===== src/rtl/awmc_actuator_driver.sv =====
// Actuator driver for the washing-machine controller. It turns stage/done into valve, pump,
// motor, lock and buzzer drive, and adds agitation reversal, spin ramping and a lock hold-off.
module awmc_actuator_driver #(
  parameter int AGITATE_TICKS = 4,
  parameter int DIR_DEAD      = 1,
  parameter int SPIN_MAX      = 7,
  parameter int RAMP_TICKS    = 2,
  parameter int LOCK_HOLD     = 2,
  parameter int BUZZ_TICKS    = 3
) (
  input  logic       clk,
  input  logic       reset,
  input  logic [2:0] stage,
  input  logic       done,
  output logic       water_valve,
  output logic       drain_pump,
  output logic       motor_en,
  output logic       motor_dir,
  output logic [2:0] spin_speed,
  output logic       door_lock,
  output logic       buzzer,
  output logic       fault
);

  typedef enum logic [1:0] {AG_OFF, AG_FWD, AG_GAP, AG_REV} ag_state_t;

  localparam logic [2:0] ST_FILL  = 3'b000;
  localparam logic [2:0] ST_WASH  = 3'b001;
  localparam logic [2:0] ST_RINSE = 3'b010;
  localparam logic [2:0] ST_SPIN  = 3'b011;
  localparam logic [2:0] ST_IDLE  = 3'b111;

  localparam int AGW = $clog2((AGITATE_TICKS > DIR_DEAD ? AGITATE_TICKS : DIR_DEAD) + 2);
  localparam int RW  = $clog2(RAMP_TICKS + 2);
  localparam int LW  = $clog2(LOCK_HOLD + 2);
  localparam int BW  = $clog2(BUZZ_TICKS + 2);

  localparam logic [AGW-1:0] AG_RUN_LAST = AGW'(AGITATE_TICKS - 1);
  localparam logic [AGW-1:0] AG_GAP_LAST = AGW'(DIR_DEAD - 1);
  localparam logic [RW-1:0]  RAMP_LAST   = RW'(RAMP_TICKS - 1);
  localparam logic [LW-1:0]  LOCK_INIT   = LW'(LOCK_HOLD);
  localparam logic [BW-1:0]  BUZZ_LAST   = BW'(BUZZ_TICKS - 1);
  localparam logic [2:0]     SPEED_MAX   = 3'(SPIN_MAX);

  ag_state_t      ag_state, ag_nx, ag_resume, ag_resume_nx;
  logic [AGW-1:0] ag_cnt, ag_cnt_nx;
  logic [RW-1:0]  ramp_cnt, ramp_cnt_nx;
  logic [LW-1:0]  lock_cnt;
  logic [BW-1:0]  buzz_cnt;
  logic [2:0]     prev_stage, speed_nx;
  logic           ramp_dir, done_q;

  logic illegal, st_fill, st_spin, agitate, idle_like, motor_en_nx, lock_cond;

  assign illegal   = (stage == 3'b101) || (stage == 3'b110);
  assign st_fill   = (stage == ST_FILL);
  assign st_spin   = (stage == ST_SPIN);
  assign agitate   = (stage == ST_WASH) || (stage == ST_RINSE);
  assign idle_like = (stage == ST_IDLE) || illegal;

  // Speed ramps up only in SPIN; a direction flip steps immediately.
  always_comb begin
    speed_nx    = spin_speed;
    ramp_cnt_nx = ramp_cnt - RW'(1);
    if ((st_spin != ramp_dir) || (ramp_cnt == '0)) begin
      ramp_cnt_nx = RAMP_LAST;
      if (st_spin && spin_speed < SPEED_MAX)
        speed_nx = spin_speed + 3'd1;
      else if (!st_spin && spin_speed != 3'd0)
        speed_nx = spin_speed - 3'd1;
    end
  end

  always_comb begin
    ag_nx        = ag_state;
    ag_cnt_nx    = ag_cnt + AGW'(1);
    ag_resume_nx = ag_resume;
    if (!agitate) begin
      ag_nx     = AG_OFF;
      ag_cnt_nx = '0;
    end else if ((stage != prev_stage) || (ag_state == AG_OFF)) begin
      // Agitation waits for the drum to coast to a stop.
      ag_nx     = (spin_speed == 3'd0) ? AG_FWD : AG_OFF;
      ag_cnt_nx = '0;
    end else begin
      case (ag_state)
        AG_FWD, AG_REV: begin
          if (ag_cnt == AG_RUN_LAST) begin
            ag_resume_nx = (ag_state == AG_FWD) ? AG_REV : AG_FWD;
            ag_nx        = (DIR_DEAD == 0) ? ag_resume_nx : AG_GAP;
            ag_cnt_nx    = '0;
          end
        end
        AG_GAP: begin
          if (ag_cnt == AG_GAP_LAST) begin
            ag_nx     = ag_resume;
            ag_cnt_nx = '0;
          end
        end
        default: begin
          ag_nx     = AG_OFF;
          ag_cnt_nx = '0;
        end
      endcase
    end
  end

  assign motor_en_nx = (ag_nx == AG_FWD) || (ag_nx == AG_REV) || (speed_nx != 3'd0);
  assign lock_cond   = !idle_like || motor_en_nx || (speed_nx != 3'd0);

  always_ff @(posedge clk or posedge reset) begin
    if (reset) begin
      prev_stage  <= ST_IDLE;
      ramp_dir    <= 1'b0;
      ramp_cnt    <= '0;
      spin_speed  <= 3'd0;
      ag_state    <= AG_OFF;
      ag_resume   <= AG_REV;
      ag_cnt      <= '0;
      lock_cnt    <= '0;
      buzz_cnt    <= '0;
      done_q      <= 1'b0;
      water_valve <= 1'b0;
      drain_pump  <= 1'b0;
      motor_en    <= 1'b0;
      motor_dir   <= 1'b0;
      door_lock   <= 1'b0;
      buzzer      <= 1'b0;
      fault       <= 1'b0;
    end else begin
      prev_stage  <= stage;
      ramp_dir    <= st_spin;
      ramp_cnt    <= ramp_cnt_nx;
      spin_speed  <= speed_nx;
      ag_state    <= ag_nx;
      ag_resume   <= ag_resume_nx;
      ag_cnt      <= ag_cnt_nx;
      water_valve <= st_fill;
      drain_pump  <= (stage == ST_RINSE) || st_spin;
      motor_en    <= motor_en_nx;
      motor_dir   <= (ag_nx == AG_REV);
      done_q      <= done;
      if (illegal) fault <= 1'b1;

      if (lock_cond) begin
        door_lock <= 1'b1;
        lock_cnt  <= LOCK_INIT;
      end else if (lock_cnt != '0) begin
        door_lock <= 1'b1;
        lock_cnt  <= lock_cnt - LW'(1);
      end else begin
        door_lock <= 1'b0;
      end

      // Only a rising edge of done (re)starts the beep.
      if (done && !done_q) begin
        buzzer   <= 1'b1;
        buzz_cnt <= BUZZ_LAST;
      end else if (buzz_cnt != '0) begin
        buzzer   <= 1'b1;
        buzz_cnt <= buzz_cnt - BW'(1);
      end else begin
        buzzer   <= 1'b0;
      end
    end
  end

endmodule


===== config.mk =====
export PLATFORM = sky130hd
export DESIGN_NAME = awmc_actuator_driver
export DESIGN_NICKNAME = d
export VERILOG_FILES = /design/src/rtl/awmc_actuator_driver.sv
export SDC_FILE = /design/constraint.sdc
export NUM_CORES = 1
export LEC_CHECK = 0
export BUFFER_PORTS_ARGS = -buffer_cell sky130_fd_sc_hd__buf_2
export CAP_MARGIN = 20
export CORE_ASPECT_RATIO = 0.7
export CORE_MARGIN = 8
export CORE_UTILIZATION = 30
export DETAILED_ROUTE_END_ITERATION = 7
export PLACE_DENSITY = 0.47
export SLEW_MARGIN = 20
export SYNTH_ARGS = -nofsm -noshare
export SYNTH_HDL_FRONTEND = slang
export SYNTH_SLANG_ARGS = --single-unit

===== constraint.sdc =====
create_clock -name clk -period 5.5 [get_ports clk]
set_input_delay 0 -clock clk [delete_from_list [all_inputs] [get_ports clk]]
set_output_delay 0 -clock clk [all_outputs]
set_load 0.005 [all_outputs]

Word-level counts from Yosys, hierarchy flattened
Index checks and enable logic that the tools add are counted.
W data, S select, Z words.
{"block": "word_totals", "ff_bits": 29}
{"block": "classes", "muxes": 24, "n_eq_ne": 14, "n_addsub": 6, "n_reduce_logical": 29, "n_lt_le_gt_ge": 1, "bitwise_logic": 1}
{"operator": "$mux W3", "count": 9}
{"operator": "$mux W2", "count": 8}
{"operator": "$logic_or A1 B1 Y1", "count": 10}
{"operator": "$eq A3 B2 Y1 const B", "count": 3}
{"operator": "$eq A3 B3 Y1 const B", "count": 3}
{"operator": "$logic_not A3 Y1", "count": 3}
{"operator": "$reduce_bool A3 Y1", "count": 3}
{"operator": "$add A3 B1 Y3 const B", "count": 2}
{"operator": "$eq A2 B2 Y1 const B", "count": 3}
{"operator": "$pmux W3 S2", "count": 1}
{"operator": "$reduce_bool A2 Y1", "count": 3}
{"operator": "$sub A3 B1 Y3 const B", "count": 2}
{"operator": "$mux W1", "count": 5}
{"operator": "$eq A2 B1 Y1 const B", "count": 2}
{"operator": "$logic_not A2 Y1", "count": 2}
{"operator": "$pmux W2 S2", "count": 1}
{"operator": "$reduce_and A4 Y1", "count": 1}
{"operator": "$sub A2 B1 Y2 const B", "count": 2}
{"operator": "$eq A3 B1 Y1 const B", "count": 1}
{"operator": "$logic_and A1 B1 Y1", "count": 3}
{"operator": "$logic_not A1 Y1", "count": 3}
{"operator": "$lt A3 B3 Y1 const B", "count": 1}
{"operator": "$ne A3 B3 Y1", "count": 1}
{"operator": "$reduce_or A2 Y1", "count": 1}
{"operator": "other kinds (2)", "count": 2}

Logic depth before layout (Yosys ltp)
Gate-level depths: netlist of the first run.
{"block": "depth", "word_depth": 11, "ltp_mapped": 8, "ltp_nobuf": 8}

Worst setup path before layout of the first run
OpenSTA, ideal clock, no wires.
{"block": "synth_timing", "path_type": "reg2reg", "startpoint": "register spin_speed[1]", "endpoint": "register lock_cnt[1]", "t_arrival_ns": 1.921, "required_ns": 5.350, "path_stages_with_launch": 9, "path_slack_ns": 3.429, "setup_ns": 0.150, "path_cell_list": "dfrtp_1 > inv_1 > ha_1 > ha_1 > o21bai_1 > a211oi_1 > a2111oi_2 > nor4_2 > o2111ai_1"}
{"block": "synth_via", "elab_chain_cells": 10, "word_cells_on_any_way": 22, "cone_classes": "add/sub (2); order compare (1); eq/ne (2); mux (7); reduce/logical (10)"}
{"item": "start: declaration", "line_no": "19", "rtl": "output logic [2:0] spin_speed,"}
{"item": "start signal: assignment", "line_no": "134", "rtl": "spin_speed <= speed_nx;"}
{"item": "parallel branches: the longest is 4 deep, another holds $sub A3 B1 Y3"}
{"item": "$mux W3 (*)", "line_no": "65", "rtl": "if ((st_spin != ramp_dir) || (ramp_cnt == '0)) begin"}
{"item": "net speed_nx[1]", "line_no": "50", "rtl": "logic [2:0] prev_stage, speed_nx;"}
{"item": "$reduce_bool A3 Y1 (*)", "line_no": "108, 109"}
{"item": "$logic_or A1 B1 Y1", "line_no": "108", "rtl": "assign motor_en_nx = (ag_nx == AG_FWD) || (ag_nx == AG_REV) || (speed_nx != 3'd0);"}
{"item": "$logic_or A1 B1 Y1", "line_no": "109", "rtl": "assign lock_cond = !idle_like || motor_en_nx || (speed_nx != 3'd0);"}
{"item": "$logic_or A1 B1 Y1 (*)", "line_no": "109"}
{"item": "$mux W2 or $reduce_bool A2 Y1 (tied branches)"}
{"item": "end signal: assignment", "line_no": "150", "rtl": "lock_cnt <= lock_cnt - LW'(1);"}
{"item": "end: declaration", "line_no": "48", "rtl": "logic [LW-1:0] lock_cnt;"}
Mark *: on every way through the listed nets, which the timed path passes.
A chain may end at the register's enable or synchronous reset.

Worst setup path after layout of the first run
Same ends and word-level chain as after synthesis.

==> summary.txt, run 1 <==
Outcome
  • Status: complete, no violations

Critical path
  • CP Buf/Inv Count: 1
  • Stages on worst setup path: 8
  • Crit path capture type: register
  • CP Max Fanout: 5
  • Critical Path Source Type: register
  • Delay of the slowest critical-path stage: 0.48 ns
  • WS Path Type: register to register
  • Slowest CP cell: nor4_2
  • Req. time, crit path: approximately 5.6 ns
  • R2r worst-path depth: 8
  • Critical path data arrival time: about 2.5 ns
  • Worst r2r src: spin_speed[1]$_DFF_PP0_
  • Most used cell, CP: ha_1
  • Reg-to-reg endpoint: lock_cnt[1]$_DFFE_PP0P_
  • R2r setup slk: ~3.1 ns
  • Worst path cell trace: inv_1 > ha_1 > ha_1 > o21bai_1 > a211oi_1 > a2111oi_2 > nor4_2 > o2111ai_1
  • CP top delay family: compound AO/OA/AOI/OAI gates

Timing
  • Worst slew pin tran: approximately 0.57 ns
  • Clk_skew: roughly 0.0052 ns
  • Final Hold Violating Endpoints: 0
  • Relative slew slack: about three fifths
  • Period utilization: 43.9%
  • RSZ-0062 raised after global routing: no
  • Final min period: 2.41 ns
  • Fmax: 0.415 GHz
  • Final setup violation count: 0
  • Setup_tns: 0 ns
  • Slew Viols, Final: 0

Detailed routing
  • Routed Wire Length: ~2800 um
  • Drt first pass iters: 4
  • Post-DRT Antenna Nets: 0
  • Post-DR vias/cell: 4.53
  • Vias after detailed routing: ~960
  • DRC: 0
  • DR WL/cell: between 10 and 15 um
  • DR iter-0 viols: 73

Clock tree
  • CTS tree: built
  • # H-tree levels: 1
  • Clock Path Buffers: 2
  • Post-CTS Hold Buffers: 4
  • Clock insertion delay at the later pin of the skew report: 0.28 ns
  • Post_cts resized: 0
  • Clock Sinks: 28
  • Clk root buf: clkbuf_8
  • Post-CTS setup buffers: 0
  • Clock-pin slew on the worst setup and hold paths: ~0.09 ns
  • Inserted Clock Buffers: 3

Power
  • Comb power frac: 39.4%
  • P_int: 0.000429 W
  • Leakage: about 0.78 nW
  • Switching Share: about a third
  • Register share of total power: between 40% and 50%
  • Clock share of power: between 10% and 20%
  • Sw Pwr: roughly 0.00023 W
  • Power Dens Cells: around 400 mW/mm^2
  • VDD IR max: 0.148 mV

Floorplan
  • Die X: roughly 99 um
  • I/O Pins: 16
  • Die extent in y: approximately 74 um
  • Core ar.: 0.00473 mm^2
  • Starting density of the core: 30.9%
  • Die area: between 0.007 and 0.008 mm^2
  • Rows: 21

Layout
  • Fin nets: 172
  • Most frequent cells in the layout: dfrtp_1, inv_1, buf_2
  • Commonest non-fill, non-tap cell in the layout: dfrtp_1
  • Area Growth Syn to Fin: 14.6%
  • Cell Count, Final, Fillers Out: about 210
  • Ant diodes: 0
  • Share of layout cells above drive strength 1: between 20% and 30%
  • Fillers: roughly 480
  • Final Util: about 35%

GRT
  • Largest net degree at the start of global routing: 29
  • Initial antenna violation count: 0
  • First-pass GRT wire length: roughly 4800 um
  • Number of global-route vias before repair: slightly above 1000
  • Gr ovfl total: 0
  • Total GRT Usage: between 8 and 9%

Synthesis
  • Cells after synthesis: ~130
  • Yosys cell types: 36
  • Synth Cell Area: about 0.0015 mm^2
  • Synthesized flop and latch total: 28
  • Syn avg cell area: around 11 um^2
  • Syn Nets: 150
  • Synth warn: 0
  • Register area share after synthesis: between 40 and 50%

Run
  • Maximum capacitance violations: 0

Place
  • DP HPWL: roughly 2200 um
  • RD Place Congestion: roughly 0.73
  • Placed insts: approximately 200
  • Port-buffer cells: 15

Worst hold path
  • Worst Hold Class: primary input to async pin
## layer usage
layer  vias up  wire length [um]  track usage, %
met1       450              1430            10.4
met4         0                19            2.00
met2        16              1210            13.2
met3         2               115            3.08
li1        488                 -               -
met5         -                 0               0
## Yosys cell counts, drive strengths merged
| cell type | n | share of area [%] |
|---|---|---|
| or2 | 1 | 0.43 |
| ha | 11 | 9.4 |
| nand2b | 5 | 2.1 |
| buf | 1 | 0.77 |
| o211ai | 1 | 0.51 |
| a2111oi | 2 | 2.1 |
| dfrtp | 24 | 41 |
| mux2 | 1 | 1.0 |
| nor3 | 3 | 1.0 |
| and2b | 1 | 0.60 |
| xor2 | 3 | 1.8 |
| clkbuf | 2 | 1.9 |
| o31ai | 1 | 0.51 |
| xnor2 | 3 | 1.8 |
| o21a | 1 | 0.51 |
| o21bai | 2 | 1.0 |
| nor4 | 4 | 2.1 |
| a211oi | 1 | 0.51 |
| nand4b | 1 | 0.60 |
| nand3b | 1 | 1.4 |
| nor2 | 9 | 2.3 |
| o211a | 2 | 1.4 |
| o2111a | 1 | 0.77 |
| nor3b | 2 | 1.0 |
| o21ai | 4 | 1.4 |
| nand2 | 8 | 2.1 |
| o2111ai | 2 | 1.2 |
| nor2b | 3 | 1.3 |
| o311ai | 1 | 0.60 |
| mux2i | 3 | 2.1 |
| a21oi | 4 | 1.4 |
| and3 | 2 | 0.86 |
| inv | 19 | 5.2 |
| dfstp | 4 | 7.2 |
## per-stage QoR
step | setup slack [ns] | hold slack, ns | cell area (um^2) | total power, W
after floorplan | 3.43 | 0.00448 | 1460 | 0.000472
after global placement | 3.29 | 0.133 | 1570 | 0.000528
after detailed placement | 3.08 | 0.140 | 1570 | 0.000542
after CTS | 3.06 | 0.0138 | 1660 | 0.000672
after global routing | 2.91 | 0.388 | 1670 | 0.000717
final | 3.09 | 0.321 | 1670 | 0.000662
## worst min-delay path, stage by stage
cell and delay [ns]:
dlygate4sd3_1 0.53, buf_2 0.12, inv_2 0.42
## how the worst max path moves through the flow
stage	start	endpoint
after floorplan	spin_speed[1]$_DFF_PP0_	lock_cnt[1]$_DFFE_PP0P_
after global placement	spin_speed[1]$_DFF_PP0_	lock_cnt[1]$_DFFE_PP0P_
after detailed placement	spin_speed[1]$_DFF_PP0_	lock_cnt[1]$_DFFE_PP0P_
after CTS	spin_speed[1]$_DFF_PP0_	lock_cnt[1]$_DFFE_PP0P_
after global routing	spin_speed[1]$_DFF_PP0_	lock_cnt[1]$_DFFE_PP0P_
final	spin_speed[1]$_DFF_PP0_	lock_cnt[1]$_DFFE_PP0P_
## registers in the layout, indices dropped and copies added (netlist names), 2 cells and up
register / cells
ag_state: 2
lock_cnt: 2
buzz_cnt: 3
ramp_cnt: 2
prev_stage: 3
spin_speed: 3
ag_cnt: 3
## power groups by stage
stage | Sequential (W) | Clock, W | Combinational [W]
after floorplan | 0.000275 | 0 | 0.000197
after global placement | 0.000277 | 0 | 0.000251
after detailed placement | 0.000279 | 0 | 0.000262
after CTS | 0.000275 | 0.000132 | 0.000265
after global routing | 0.000281 | 0.000140 | 0.000297
final | 0.000275 | 0.000127 | 0.000261
## cell families (layout without fill, tap and decap cells)
logic type	after synthesis	count (layout)	share of synthesized area, %
AOI/OAI and AO/OA	22	22	11.8
xor gates and xnor gates	6	6	3.60
adders and majority gates	11	11	9.43
buffers and inverters	22	43	7.88
DFF	28	28	48.3
muxes	4	4	3.08
and+or+nand+nor	40	40	15.9
## area by class of cell
type	count	area, um^2	area share, %
multi-input combinational	83	639	38.2
tap	57	71.3	4.26
sequential	28	706	42.2
timing repair buffer	20	125	7.48
inverter	19	76.3	4.56
clock buffer	4	55.1	3.29
Note: power is estimated with default switching activity, not from simulation.
==> run 2: changes to the inputs <==
--- a/config.mk
+++ b/config.mk
@@ -5,6 +5,7 @@
 export SDC_FILE = /design/constraint.sdc
 export NUM_CORES = 1
 export LEC_CHECK = 0
+export ABC_AREA = 1
 export BUFFER_PORTS_ARGS = -buffer_cell sky130_fd_sc_hd__buf_2
 export CAP_MARGIN = 20
 export CORE_ASPECT_RATIO = 0.7
==> constraint.sdc (replaced) <==
create_clock -name clk -period 2.42 [get_ports clk]
set_input_delay 0 -clock clk [delete_from_list [all_inputs] [get_ports clk]]
set_output_delay 0 -clock clk [all_outputs]
set_load 0.005 [all_outputs]
==> summary.txt, run 2 <==
Outcome
  • Status: complete, no violations

Power
  • Power Dens Cells: between 800 and 900 mW/mm^2
  • Leakage: around 0.90 nW
  • VDD IR max: approximately 0.49 mV
  • Total chip power: 0.00155 W

GRT
  • Total GRT Usage: between 8 and 9%
  • Number of global-route vias before repair: 1061
  • Largest net degree at the start of global routing: 29
  • First-pass GRT wire length: ~4800 um
  • Initial antenna violation count: 0
  • Gr ovfl total: 0

Synthesis
  • Most numerous cell in the Yosys netlist: inv_1
  • Area contributors post-synth: dfrtp_1, inv_1, ha_1, nand2_1, dfstp_2
  • Register area share after synthesis: a little under half
  • Synth warn: 0
  • Top cells by count, synth: inv_1, nand2_1, dfrtp_1, nor2_1, nand3_1
  • Synthesized flop and latch total: 28
  • Cells after synthesis: 180
  • Synth Cell Area: between 0.001 and 0.0015 mm^2
  • Cell taking the most area after synthesis: dfrtp_1
  • Yosys cell types: 22
  • Top cell type's share of synthesized area: between 40% and 50%
  • Post-synth ARST share: 100%
  • Ys flop type: dfrtp_1
  • Syn Nets: between 150 and 200
  • Syn avg cell area: ~8.2 um^2
  • Post-synth EDFFs: 0

Detailed routing
  • Post-DRT Antenna Nets: 0
  • Post-DR vias/cell: 3.95
  • DRC: 0
  • Drt first pass iters: 4
  • Routed Wire Length: roughly 2700 um
  • DR iter-0 viols: 25
  • DR WL/cell: just under 10 um
  • Vias after detailed routing: roughly 1100

Floorplan
  • I/O Pins: 16
  • Core ar.: 0.00476 mm^2
  • Die extent in y: approximately 75 um
  • Starting density of the core: 31.1%
  • Rows: 21
  • Die X: approximately 100 um
  • Die area: approximately 0.0075 mm^2

Worst hold path
  • Worst Hold Class: primary input to async pin

Critical path
  • Crit path capture type: register
  • CP Max Fanout: 5
  • Reg-to-reg endpoint: lock_cnt[1]$_DFFE_PP0P_
  • Worst r2r src: spin_speed[0]$_DFF_PP0_
  • R2r worst-path depth: 11
  • Slowest CP cell: dfrtp_1
  • Delay of the slowest critical-path stage: about 0.43 ns
  • Critical path data arrival time: 1.95 ns
  • Req. time, crit path: ~2.6 ns
  • Most used cell, CP: nand2_1
  • Crit path launch: spin_speed[0]$_DFF_PP0_
  • Worst path cell trace: inv_1 > ha_1 > ha_1 > inv_1 > nand2_1 > nand2_1 > nand3_1 > nand2_1 > nand2_2 > nor2_2 > nand3_1
  • Critical Path Source Type: register
  • WS Path Type: register to register
  • R2r setup slk: ~0.62 ns

Place
  • DP HPWL: a little over 2000 um
  • RD Place Congestion: approximately 0.82
  • Port-buffer cells: 15

Timing
  • Relative slew slack: between 70% and 80%
  • Fmax: about 0.55 GHz
  • Period utilization: 74.5%
  • Final setup violation count: 0
  • Final Hold Violating Endpoints: 0
  • Final min period: around 1.8 ns
  • Worst slew pin tran: around 0.37 ns
  • Clk_skew: around 0.0039 ns
  • Slew Viols, Final: 0
  • RSZ-0062 raised after global routing: no
  • Setup_tns: 0 ns

Layout
  • Share of layout cells above drive strength 1: ~17%
  • Fillers: between 500 and 600
  • Most frequent cells in the layout: inv_1, nand2_1, dfrtp_1
  • Fin nets: 222
  • Commonest non-fill, non-tap cell in the layout: inv_1
  • Ant diodes: 0
  • Area Growth Syn to Fin: 18.8%

Clock tree
  • Clk root buf: clkbuf_8
  • Clock Path Buffers: 2
  • # H-tree levels: 1
  • Inserted Clock Buffers: 3
  • Clock insertion delay at the later pin of the skew report: roughly 0.27 ns
  • CTS tree: built
  • Post-CTS setup buffers: 0
  • Clock-pin slew on the worst setup and hold paths: approximately 0.1 ns
  • Clock Sinks: 28

Run
  • Maximum capacitance violations: 0
[run 2: area by class of cell]
class                   count  area [um^2]  area share, %
well taps                  69         86.3           4.90
flip-flops and latches     28          706           40.1
clock buffers               3         41.3           2.35
clock inverters             1         30.0           1.71
repair buffers             21          133           7.53
multi-input cells         110          611           34.7
inverters                  41          154           8.74
[run 2: metal layers]
metal,share of wire (%),GRT usage (%),vias up,wire length (um)
li1,-,-,592,-
met1,55,11.0,464,1470
met2,39,11.9,20,1040
met3,5.0,3.05,2,133
met4,0.56,2.00,0,15
met5,0,0,-,0
[run 2: how the worst max path moves through the flow]
stage,end,cells past startpoint
floorplan,lock_cnt[1]$_DFFE_PP0P_,11
global placement,lock_cnt[1]$_DFFE_PP0P_,11
detailed placement,lock_cnt[1]$_DFFE_PP0P_,11
CTS,lock_cnt[1]$_DFFE_PP0P_,11
global route,lock_cnt[0]$_DFFE_PP0P_,12
finish,lock_cnt[1]$_DFFE_PP0P_,11
[run 2: repair_timing]
item,4_1_cts,5_1_grt
hold endpoints to repair,28,0
resized for setup,0,0
hold buffers,5,0
[run 2: where the power goes]
part	leakage (nW)	internal, W	switching, W
combinational	0.538	0.000224	0.000340
clock	0.0357	0.000221	0.000146
sequential	0.330	0.000560	0.0000607
total	0.905	0.00101	0.000547
[run 2: worst max-delay path, delay by kind of cell, from the launching register on]
family | cells | cell delay (ns)
simple gates | 7 | 0.70
flops | 1 | 0.43
fa+ha+maj | 2 | 0.37
buf+inv | 2 | 0.18
[run 2: kinds of logic after synthesis]
kind of cell,synth area share [%]
compound gates,3.88
xor+xnor,1.18
fa+ha+maj,9.29
buf+inv,11.1
flops,47.6
simple gates,26.9
[run 2: metrics by stage]
stage          utilization (%)  cells  worst slack, ns  hold WS (ns)  instance area (um^2)
6_report                  37.0    273            0.618         0.330                  1760
5_1_grt                   37.0    273            0.444         0.368                  1760
4_1_cts                   37.0    273            0.629         0.323                  1760
3_5_place_dp              34.5    264            0.627        0.0897                  1640
3_3_place_gp              34.5    264            0.674        0.0897                  1640
2_1_floorplan                -    180            0.809       0.00448                  1480
==> run 3: changes to the inputs <==
==> constraint.sdc (replaced) <==
create_clock -name clk -period 1.8 [get_ports clk]
set_input_delay 0 -clock clk [delete_from_list [all_inputs] [get_ports clk]]
set_output_delay 0 -clock clk [all_outputs]
set_load 0.005 [all_outputs]
==> summary.txt, run 3 (synthesized netlist as in run 2, its figures left out) <==
Power
  • P_int: around 0.0014 W
  • VDD IR max: roughly 0.59 mV
  • Clock share of power: approximately 16%
  • Sw Pwr: roughly 0.00082 W
  • Register share of total power: roughly 38%
  • Leakage: between 0.9 and 1 nW
  • Switching Share: 37.5%
  • Power Dens Cells: ~1200 mW/mm^2
  • Comb power frac: a little under half

Critical path
  • Critical Path Source Type: register
  • Worst path cell trace: inv_2 > ha_4 > ha_2 > nand3_1 > o21ai_1 > nand2_1 > nand2_2 > nand2_1 > nor2_2 > nand3_1
  • WS Path Type: register to register
  • Critical path data arrival time: 1.85 ns
  • Delay of the slowest critical-path stage: 0.38 ns
  • CP Max Fanout: 3
  • Crit path capture type: register
  • Req. time, crit path: approximately 2.0 ns
  • Slowest CP cell: dfrtp_1

Timing
  • Setup ws final: 0.110 ns
  • Worst slew pin tran: between 0.3 and 0.4 ns
  • Final Hold Violating Endpoints: 0
  • Period utilization: between 90% and 100%
  • Final min period: roughly 1.7 ns
  • Relative slew slack: roughly three quarters
  • Slew Viols, Final: 0
  • Fmax: between 0.5 and 0.6 GHz
  • Final setup violation count: 0
  • Clk_skew: 0.00659 ns

GRT
  • Initial antenna violation count: 0
  • Total GRT Usage: under 10%
  • GRT met3 Usage: about 3%
  • Met1 Use GR: 11.4%
  • First-pass GRT wire length: slightly below 5000 um
  • Most used routing layer: met1
  • Gr ovfl total: 0
  • Number of global-route vias before repair: approximately 1100
  • Met2 Use GR: between 10% and 20%
  • Largest net degree at the start of global routing: 29

Detailed routing
  • Drt first pass iters: 4
  • Vias after detailed routing: about 1100
  • DRC: 0
  • DR WL/cell: about 10 um
  • DR iter-0 viols: 53
  • Post-DR vias/cell: ~4
  • Post-DRT Antenna Nets: 0
  • Routed Wire Length: between 2000 and 3000 um

Clock tree
  • CTS tree: built
  • Clock insertion delay at the later pin of the skew report: between 0.2 and 0.3 ns
  • Clock-pin slew on the worst setup and hold paths: approximately 0.1 ns
  • Clock Path Buffers: 2
  • Clock Sinks: 28
  • # H-tree levels: 1
  • Inserted Clock Buffers: 3
  • Clk root buf: clkbuf_8

Layout
  • Ant diodes: 0
  • Fillers: 494
  • Final Cell Area: ~0.0018 mm^2
  • Commonest non-fill, non-tap cell in the layout: inv_1
  • Area Growth Syn to Fin: 23.5%
  • Most frequent cells in the layout: inv_1, nand2_1, dfrtp_1
  • Share of layout cells above drive strength 1: roughly a quarter
  • Cell Count, Final, Fillers Out: roughly 280
  • Fin nets: between 200 and 250

Outcome
  • Status: complete, no violations

Place
  • Port-buffer cells: 15
  • RD Place Congestion: 0.781
  • DP HPWL: approximately 2100 um
  • Place WS: 0.0990 ns
  • Placed insts: between 200 and 300
  • Placed cell area: 0.00165 mm^2

Floorplan
  • Rows: 21
  • Die X: between 90 and 100 um
  • Die area: 0.00748 mm^2
  • Core ar.: between 0.004 and 0.005 mm^2
  • Die extent in y: 74.8 um
  • Starting density of the core: 31.1%
  • I/O Pins: 16

Worst hold path
  • Worst Hold Class: primary input to async pin

Run
  • Maximum capacitance violations: 0
[run 3: changes by cell type in the layout (fill, tap and decap cells not counted), sizes merged]
cell    delta
clkbuf     +1
buf        +8
bufinv     -1
[run 3: final timing paths]
kind | cells after the start | from | to | slack [ns]
setup / recovery | 10 | spin_speed[1]$_DFF_PP0_ | door_lock$_DFF_PP0_ | 0.11
hold / removal | 4 | reset | buzzer$_DFF_PP0_ | 0.32
setup reg to reg | 10 | spin_speed[1]$_DFF_PP0_ | door_lock$_DFF_PP0_ | 0.11
hold reg to reg | 1 | ramp_cnt[0]$_DFF_PP0_ | ramp_cnt[0]$_DFF_PP0_ | 0.44
max in group asynchronous | 4 | reset | ag_resume[1]$_DFFE_PP1P_ | 1.17
min in group clk | 2 | done | done_q$_DFF_PP0_ | 0.37
[run 3: critical path: cells and delay by family, from the launching register on]
kind            cells  cell delay [ns]
simple gates        6             0.56
fa+ha+maj           2             0.45
flops               1             0.38
compound gates      1             0.10
buf+inv             1             0.07
[run 3: final cells by class]
class	count	area [um^2]	area share, %
Tap cell	69	86.3	4.72
Timing Repair Buffer	29	193	10.5
Inverter	41	154	8.41
Sequential cell	28	706	38.6
Clock buffer	4	45.0	2.46
Multi-Input combinational cell	110	646	35.3
[run 3: per-layer routing]
metal,vias up,part of all wire (%),routed length (um)
met3,2,4.0,113
met4,0,0.35,10
met1,503,54,1540
li1,608,-,-
met2,15,41,1170
met5,-,0,0
[run 3: through the flow]
stage	total power (W)	hold slack, ns	setup TNS (ns)	util, %
after floorplan	0.00141	0.00448	0	-
after global placement	0.00165	0.0972	0	34.8
after detailed placement	0.00164	0.0962	0	34.8
after CTS	0.00203	0.331	0	36.8
after global routing	0.00241	0.358	-0.0475	38.5
final	0.00218	0.316	0	38.5
[run 3: power by group through the flow]
| stage | clock [W] | sequential, W | combinational, W |
|---|---|---|---|
| finish | 0.000358 | 0.000821 | 0.00100 |
| global route | 0.000404 | 0.000840 | 0.00116 |
| CTS | 0.000381 | 0.000816 | 0.000829 |
| detailed placement | 0 | 0.000826 | 0.000814 |
| global placement | 0 | 0.000827 | 0.000825 |
| floorplan | 0 | 0.000837 | 0.000568 |
[run 3: what timing repair did]
| item | CTS | global route |
|---|---|---|
| setup buffers | 0 | 6 |
| gates resized for setup | 0 | 14 |
| hold endpoints to repair | 28 | 0 |
| hold buffers | 5 | 0 |
| endpoints found under the setup margin | 0 | 4 |
